`src/rtl/borrow_skip_subtractor_if.sv`:
```
// Operand/result handshake bundle for borrow_skip_subtractor.
// Both sides use valid/ready: a transfer happens on a rising edge where valid and ready are both 1.
interface borrow_skip_subtractor_if #(
  parameter int WIDTH = 16
);
  localparam int N  = WIDTH / 4;
  localparam int SW = $clog2(N) + 1;

  logic             in_valid;
  logic             in_ready;
  logic [WIDTH-1:0] a;
  logic [WIDTH-1:0] b;
  logic             bin;
  logic             out_valid;
  logic             out_ready;
  logic [WIDTH-1:0] diff;
  logic             bout;
  logic [SW-1:0]    skip_count;

  modport master (
    output in_valid, a, b, bin, out_ready,
    input  in_ready, out_valid, diff, bout, skip_count
  );

  modport slave (
    input  in_valid, a, b, bin, out_ready,
    output in_ready, out_valid, diff, bout, skip_count
  );
endinterface

```
`src/rtl/borrow_skip_subtractor.sv`:
```
// Multi-cycle a - b - bin, one 4-bit block per clock, computed as a + ~b + ~bin
// with a carry-skip path around blocks whose bits all propagate.
module borrow_skip_subtractor #(
  parameter int WIDTH = 16
) (
  input  logic                       clk,
  input  logic                       rst,
  borrow_skip_subtractor_if.slave    bus,
  output logic [1:0]                 dbg_state_o
);
  localparam int N  = WIDTH / 4;
  localparam int SW = $clog2(N) + 1;
  localparam int KW = (N > 1) ? $clog2(N) : 1;
  localparam logic [KW-1:0] LAST_K = KW'(N - 1);

  typedef enum logic [1:0] {
    IDLE = 2'd0,
    RUN  = 2'd1,
    DONE = 2'd2
  } state_e;

  state_e           state_q, state_d;
  logic [KW-1:0]    k_q, k_d;
  logic [WIDTH-1:0] a_q, a_d;
  logic [WIDTH-1:0] b_q, b_d;
  logic [WIDTH-1:0] diff_q, diff_d;
  logic             c_q, c_d;
  logic             bout_q, bout_d;
  logic [SW-1:0]    skip_q, skip_d;

  // Current block datapath
  logic [KW+1:0] base;
  logic [3:0]    blk_a, blk_nb, blk_p, blk_s;
  logic          rip;
  logic          c_next;

  always_comb begin
    base   = {k_q, 2'b00};
    blk_a  = a_q[base +: 4];
    blk_nb = ~b_q[base +: 4];
    blk_p  = blk_a ^ blk_nb;
    rip    = c_q;
    blk_s  = '0;
    for (int i = 0; i < 4; i++) begin
      blk_s[i] = blk_p[i] ^ rip;
      rip      = (blk_a[i] & blk_nb[i]) | (blk_a[i] & rip) | (blk_nb[i] & rip);
    end
    // When every bit propagates the ripple carry equals c_q, so skipping is exact.
    c_next = (&blk_p) ? c_q : rip;
  end

  always_comb begin
    state_d = state_q;
    k_d     = k_q;
    a_d     = a_q;
    b_d     = b_q;
    diff_d  = diff_q;
    c_d     = c_q;
    bout_d  = bout_q;
    skip_d  = skip_q;
    case (state_q)
      IDLE: begin
        if (bus.in_valid) begin
          a_d     = bus.a;
          b_d     = bus.b;
          c_d     = ~bus.bin;
          k_d     = '0;
          skip_d  = '0;
          diff_d  = '0;
          state_d = RUN;
        end
      end
      RUN: begin
        diff_d[base +: 4] = blk_s;
        c_d = c_next;
        if (&blk_p) skip_d = skip_q + SW'(1);
        if (k_q == LAST_K) begin
          bout_d  = ~c_next;
          state_d = DONE;
        end else begin
          k_d = k_q + KW'(1);
        end
      end
      DONE: begin
        if (bus.out_ready) state_d = IDLE;
      end
      default: state_d = IDLE;
    endcase
  end

  always_ff @(posedge clk or posedge rst) begin
    if (rst) begin
      state_q <= IDLE;
      k_q     <= '0;
      a_q     <= '0;
      b_q     <= '0;
      diff_q  <= '0;
      c_q     <= 1'b0;
      bout_q  <= 1'b0;
      skip_q  <= '0;
    end else begin
      state_q <= state_d;
      k_q     <= k_d;
      a_q     <= a_d;
      b_q     <= b_d;
      diff_q  <= diff_d;
      c_q     <= c_d;
      bout_q  <= bout_d;
      skip_q  <= skip_d;
    end
  end

  assign bus.in_ready   = (state_q == IDLE);
  assign bus.out_valid  = (state_q == DONE);
  assign bus.diff       = diff_q;
  assign bus.bout       = bout_q;
  assign bus.skip_count = skip_q;
  assign dbg_state_o    = state_q;
endmodule

```
`src/flat_wrapper.sv`:
```
// flat-port wrapper written by rule: the top's interface ports become plain ports
module borrow_skip_subtractor_flat 
#(
  parameter int WIDTH = 16
)
  (clk, rst, dbg_state_o, bus_in_valid, bus_a, bus_b, bus_bin, bus_out_ready, bus_in_ready, bus_out_valid, bus_diff, bus_bout, bus_skip_count);
  borrow_skip_subtractor_if #(.WIDTH(WIDTH)) bus_i ();
  input  logic clk;
  input  logic rst;
  output logic [1:0] dbg_state_o;
  input wire logic [$bits(bus_i.in_valid)-1:0] bus_in_valid;
  input wire logic [$bits(bus_i.a)-1:0] bus_a;
  input wire logic [$bits(bus_i.b)-1:0] bus_b;
  input wire logic [$bits(bus_i.bin)-1:0] bus_bin;
  input wire logic [$bits(bus_i.out_ready)-1:0] bus_out_ready;
  output wire logic [$bits(bus_i.in_ready)-1:0] bus_in_ready;
  output wire logic [$bits(bus_i.out_valid)-1:0] bus_out_valid;
  output wire logic [$bits(bus_i.diff)-1:0] bus_diff;
  output wire logic [$bits(bus_i.bout)-1:0] bus_bout;
  output wire logic [$bits(bus_i.skip_count)-1:0] bus_skip_count;
  assign bus_i.in_valid = bus_in_valid;
  assign bus_i.a = bus_a;
  assign bus_i.b = bus_b;
  assign bus_i.bin = bus_bin;
  assign bus_i.out_ready = bus_out_ready;
  assign bus_in_ready = bus_i.in_ready;
  assign bus_out_valid = bus_i.out_valid;
  assign bus_diff = bus_i.diff;
  assign bus_bout = bus_i.bout;
  assign bus_skip_count = bus_i.skip_count;
  borrow_skip_subtractor #(.WIDTH(WIDTH)) u_core (.clk(clk), .rst(rst), .bus(bus_i), .dbg_state_o(dbg_state_o));
endmodule
```
`config.mk`:
```
export PLATFORM = sky130hd
export DESIGN_NAME = borrow_skip_subtractor_flat
export DESIGN_NICKNAME = d
export VERILOG_FILES = /design/src/rtl/borrow_skip_subtractor_if.sv /design/src/rtl/borrow_skip_subtractor.sv /design/src/flat_wrapper.sv
export SDC_FILE = /design/constraint.sdc
export NUM_CORES = 1
export LEC_CHECK = 0
export CELL_PAD_IN_SITES_DETAIL_PLACEMENT = 1
export CELL_PAD_IN_SITES_GLOBAL_PLACEMENT = 1
export CORE_MARGIN = 2
export CORE_UTILIZATION = 39
export DETAILED_ROUTE_END_ITERATION = 12
export GPL_TIMING_DRIVEN = 0
export PLACE_DENSITY = 0.83
export SLEW_MARGIN = 15
export SYNTH_ARGS = -nofsm -noshare
export SYNTH_HDL_FRONTEND = slang
export SYNTH_SLANG_ARGS = --single-unit
```
`constraint.sdc`:
```
create_clock -name clk -period 3.87 [get_ports clk]
set_input_delay 0.774 -clock clk [delete_from_list [all_inputs] [get_ports clk]]
set_output_delay 0.774 -clock clk [all_outputs]
set_load 0.02 [all_outputs]
```
# Word level (Yosys, flattened, before mapping)
# Cells that the tools add are included.
[classes]
addsub = 3
n_eq_ne = 8
shifts = 4
n_mux = 16
bitwise_logic = 28
reduce_logical = 9
[op_table]
columns = ["operator", "n"]
rows = [
  ["$pmux 16 s2", 1],
  ["$shiftx 16x5->4", 2],
  ["$bwmux 16", 1],
  ["$mux 16", 1],
  ["$shift 4x6->16 const A", 1],
  ["$shiftx 4x6->16", 1],
  ["$and 1x1->1", 12],
  ["$mux 2", 5],
  ["$reduce_and 3->1", 3],
  ["$or 1x1->1", 8],
  ["$mux 3", 2],
  ["$ne 2x2->1 const B", 3],
  ["$neg 4->6", 1],
  ["$pmux 2 s3", 1],
  ["$pmux 3 s2", 1],
  ["$reduce_and 2->1", 3],
  ["$eq 2x2->1 const B", 2],
  ["$ne 2x1->1 const B", 2],
  ["$not 4->4", 1],
  ["$pmux 2 s2", 1],
  ["$reduce_and 4->1", 1],
  ["$xor 1x1->1", 4],
  ["$xor 4x4->4", 1],
  ["$add 3x1->3 const B", 1],
  ["7 further kinds", 9],
]
[totals]
ff_bits = 57
inputBits = 37
output_inout_bits = 24
elab_cells = 76

# Logic depth before layout (Yosys ltp)
[logic_depth]
ltp_word = 16
ltp_mapped = 10
ltp_nobuf = 9

# Worst setup path after synthesis
# Ideal clock, no wire load.
[synth_path]
path_type = "register to register"
start = "reg u_core.k_q[1]"
end = "reg u_core.bout_q (netlist: u_core.bus.bout)"
setup_time_ns = 0.083
t_arrival_ns = 2.785
t_required_ns = 3.787
setup_slack_ns = 1.002
path_stages_with_launch = 11
path_buffers = 1
period_less_slack_ns = 2.868
cell_sequence = "dfrtp_1 -> clkbuf_1 -> mux4_2 -> inv_1 -> fa_1 -> inv_1 -> fa_1 -> fa_1 -> fa_1 -> mux2_2 -> o21ai_0"
[synth_via]
elab_chain_cells = 16
elab_cells_between_ends = 29
cone_classes = "eq/ne (1); shift (2); mux (1); bitwise (23); reduce/logical (2)"
[synth_lines]
columns = ["item", "line_no", "rtl"]
rows = [
  ["start, declared", "borrow_skip_subtractor.sv:23", "logic [KW-1:0] k_q, k_d;"],
  ["start signal, assigned", "borrow_skip_subtractor.sv:103", "k_q <= k_d;"],
  ["$shiftx 16x5->4", "borrow_skip_subtractor.sv:40", "blk_nb = ~b_q[base +: 4];"],
  ["$not 4->4", "borrow_skip_subtractor.sv:40", ""],
  ["$and 1x1->1", "borrow_skip_subtractor.sv:46", "rip = (blk_a[i] & blk_nb[i]) | (blk_a[i] & rip) | (blk_nb[i] & rip);"],
  ["$or 1x1->1 (2 in series)", "borrow_skip_subtractor.sv:46", ""],
  ["$and 1x1->1", "borrow_skip_subtractor.sv:46", ""],
  ["$or 1x1->1 (2 in series)", "borrow_skip_subtractor.sv:46", ""],
  ["$and 1x1->1", "borrow_skip_subtractor.sv:46", ""],
  ["$or 1x1->1 (2 in series)", "borrow_skip_subtractor.sv:46", ""],
  ["$and 1x1->1", "borrow_skip_subtractor.sv:46", ""],
  ["$or 1x1->1 (2 in series)", "borrow_skip_subtractor.sv:46", ""],
  ["$mux 1", "borrow_skip_subtractor.sv:49", "c_next = (&blk_p) ? c_q : rip;"],
  ["$not 1->1", "borrow_skip_subtractor.sv:78", "bout_d = ~c_next;"],
  ["end signal, assigned", "borrow_skip_subtractor.sv:108", "bout_q <= bout_d;"],
  ["end, declared", "borrow_skip_subtractor.sv:28", "logic bout_q, bout_d;"],
]
# Parallel ways exist; a longest one is shown, timed or not.
# A chain may end at the register's enable or synchronous reset.

# Final worst setup path
# Same ends and word-level chain as after synthesis.

==> metrics.txt <==
slowest stage delay, CP=0.47 ns; core area=6790 sq um; H-tree level count=3; # resized after CTS=0; vias=2,103; GRT overflow=0; IO Port Bufs=60; Antenna diodes=0; hold buffers post-CTS=0; DRT iter0 DRCs=71; drt total wl=6740 um; Hold Crit Depth=2; final period utilization=85.8%; register bit total from synthesis=57; Rows=30; Synth cell types=32; starting density of the core=40.1%; final hold vios=0; CP Class=flop to flop; data arrival time of the worst path=3.59 ns; minimum clock period after layout=3.32 ns; sequential share of the synthesized area=52.3%; vias in the first global route=2,311; max_cap viols=0; Synth Warn #=0; post-synthesis cell count=257; first-pass GRT wire length=11,600 um; Worst slew margin=59.3%; Max Clock Freq=0.301 GHz; number of buffers created by CTS=9; # nets final=379; Final setup viols=0; worst-margin pin slew=0.610 ns; clock sinks=57; RSZ-0062 raised after global routing=false; full die area=7670 sq um; CP Launch Type=flop; worst vdd ir=0.418 mV; DP Wirelength=4970 um; Setup Buffers After CTS=0; worst-path cell chain=clkbuf_1, mux4_2, inv_1, fa_1, inv_1, fa_1, fa_1, fa_1, mux2_2, o21ai_0; IO Count=61; Worst path depth=10; CTS Root Buffer Type=clkbuf_8; Synth Area per Inst=10.6 sq um; Worst path top cell family by delay=adder cells; crit path buf inv count=3; Setup TNS=0 ns; clk buf depth=2; Syn Std Cell Area=2730 sq um; initial antenna violation count=0; slowest cell on the critical path=clkbuf_1; GPL Wtd Cong=0.746; Pwr Total=3490 uW; status=completed; Worst-Skew Late Latency=0.35 ns; CTS tree=done; leakage power=0.00178 uW; Layout area overhead=36.1%; Crit Path Max Fanout=9; Pwr Density=940 nW/um^2; DR vias/cell=4.89; most used cell, CP=fa_1; Pre-antenna DRT Iters=4; critical path endpoint category=flop; Mapped Nets=307; worst hold slack=0.478 ns; Tot GR Track Use=20.2%; Routed WL per cell=15.7 um; drc violations=0; Hold/Removal Path Class=flop to flop; Worst Path Required=4.14 ns; layout cells sized above 1=11.7%; Die Ht=87.6 um; largest net degree at the start of global routing=31; Die Wd=87.6 um; Worst-path clk slew=0.07 ns; skew final=0.00853 ns; pins over their slew limit=0; Register-to-Register Path Depth=10; post-route ant nets=0
power breakdown:
part / internal [uW] / switching, uW / total [uW]
Combinational: 776 / 1010 / 1790
Clock: 444 / 248 / 693
Sequential: 851 / 159 / 1010
cells in the final DEF, fill, tap and decap left out, types with 2 or more instances in the layout:
cell type,netlist,final
a21o_1,4,4
fa_1,4,4
inv_1,15,14
nand2b_1,2,2
nor2_1,2,2
nor2b_1,2,2
bufinv_16,0,3
clkdlybuf4s50_1,0,60
clkbuf_8,0,10
mux2i_1,2,2
dfrtp_1,57,57
nand2_1,103,103
a22o_1,16,16
clkbuf_1,1,2
buf_2,5,5
and4_1,4,4
o21ai_0,4,4
buf_6,4,4
mux4_2,8,8
ha_1,9,9
kinds of logic (layout without fill, tap and decap cells):
group,Yosys count,count (layout),share of synthesized area (%)
muxes,11,11,7.76
adders and majority gates,13,13,7.07
and+or+nand+nor,119,119,18.7
buffers and inverters,26,103,5.05
AOI/OAI and AO/OA,31,31,9.05
DFF,57,57,52.3
cell type report:
| cell class | instances | area (sq um) |
|---|---|---|
| tap | 96 | 120 |
| buffer | 11 | 81.3 |
| multi-input combinational | 174 | 1160 |
| inverter | 15 | 56.3 |
| fill | 770 | 3080 |
| clock buffer | 11 | 141 |
| clock inverter | 5 | 103 |
| sequential | 57 | 1430 |
| timing repair buffer | 61 | 621 |
through the flow:
| step | instances | setup slack (ns) | area [sq um] | util, % |
|---|---|---|---|---|
| 6_report | 430 | 0.548 | 3710 | 54.6 |
| 5_1_grt | 430 | 0.399 | 3710 | 54.6 |
| 4_1_cts | 430 | 0.525 | 3710 | 54.6 |
| 3_5_place_dp | 414 | 0.530 | 3470 | 51.0 |
| 3_3_place_gp | 413 | 0.690 | 3450 | 50.7 |
| 2_1_floorplan | 257 | 1.00 | 2730 | - |
registers in the layout, indices dropped and copies added, names as in the netlist:
register and flops:
u_core.k_q 2, u_core.a_q 16, u_core.b_q 16, u_core.bus.skip_count 3, u_core.bus.diff 16, u_core.c_q 1, u_core.bus.bout 1, u_core.dbg_state_o 2
routing by layer:
metal	share of wire [%]	track usage (%)	wire, um	vias up
met5	0	0	0	-
met3	3.9	5.00	264	12
met4	1.6	6.71	108	0
met2	52	35.2	3510	57
met1	42	24.7	2870	1037
li1	-	-	-	997
synth_stat cells:
library cell / instances / area share [%]
nand4_1: 1 / 0.23
mux2_2: 1 / 0.41
nand2b_1: 2 / 0.46
o311ai_0: 1 / 0.32
a2bb2oi_1: 1 / 0.32
nand2b_2: 1 / 0.32
a31oi_1: 1 / 0.23
buf_4: 1 / 0.28
clkbuf_1: 1 / 0.14
fa_1: 4 / 2.9
dfrtp_1: 57 / 52
and4_1: 4 / 1.3
buf_6: 4 / 1.7
nor2_1: 2 / 0.28
ha_1: 9 / 4.1
or3b_1: 1 / 0.32
nor2b_1: 2 / 0.46
mux4_2: 8 / 6.6
a21o_1: 4 / 1.1
a22o_1: 16 / 5.1
nor3b_4: 1 / 0.69
or3_1: 1 / 0.23
o22ai_1: 1 / 0.23
o21ai_0: 4 / 0.73
buf_2: 5 / 0.92
o21ai_2: 1 / 0.32
nand2_1: 103 / 14
nor3b_1: 1 / 0.28
o41ai_1: 1 / 0.32
o32ai_1: 1 / 0.32
inv_1: 15 / 2.1
mux2i_1: 2 / 0.73
worst register-to-register path: stages, from the launching register on:
cell and delay (ns):
dfrtp_1 0.38, clkbuf_1 0.47, mux4_2 0.42, inv_1 0.09
fa_1 0.17, inv_1 0.05, fa_1 0.39, fa_1 0.41
fa_1 0.43, mux2_2 0.29, o21ai_0 0.14
final timing paths:
path	from	end	slack [ns]
setup / recovery	u_core.k_q[1]$_DFFE_PP0P_	u_core.bus.bout$_DFFE_PP0P_	0.55
hold reg to reg	u_core.a_q[11]$_DFFE_PP0P_	u_core.a_q[11]$_DFFE_PP0P_	0.48
setup reg to reg	u_core.k_q[1]$_DFFE_PP0P_	u_core.bus.bout$_DFFE_PP0P_	0.55
hold / removal	u_core.a_q[11]$_DFFE_PP0P_	u_core.a_q[11]$_DFFE_PP0P_	0.48
max in group asynchronous	rst	u_core.b_q[1]$_DFFE_PP0P_	2.48
min in group asynchronous	rst	u_core.a_q[5]$_DFFE_PP0P_	0.82
No activity file was read; power rests on OpenSTA's default activity.
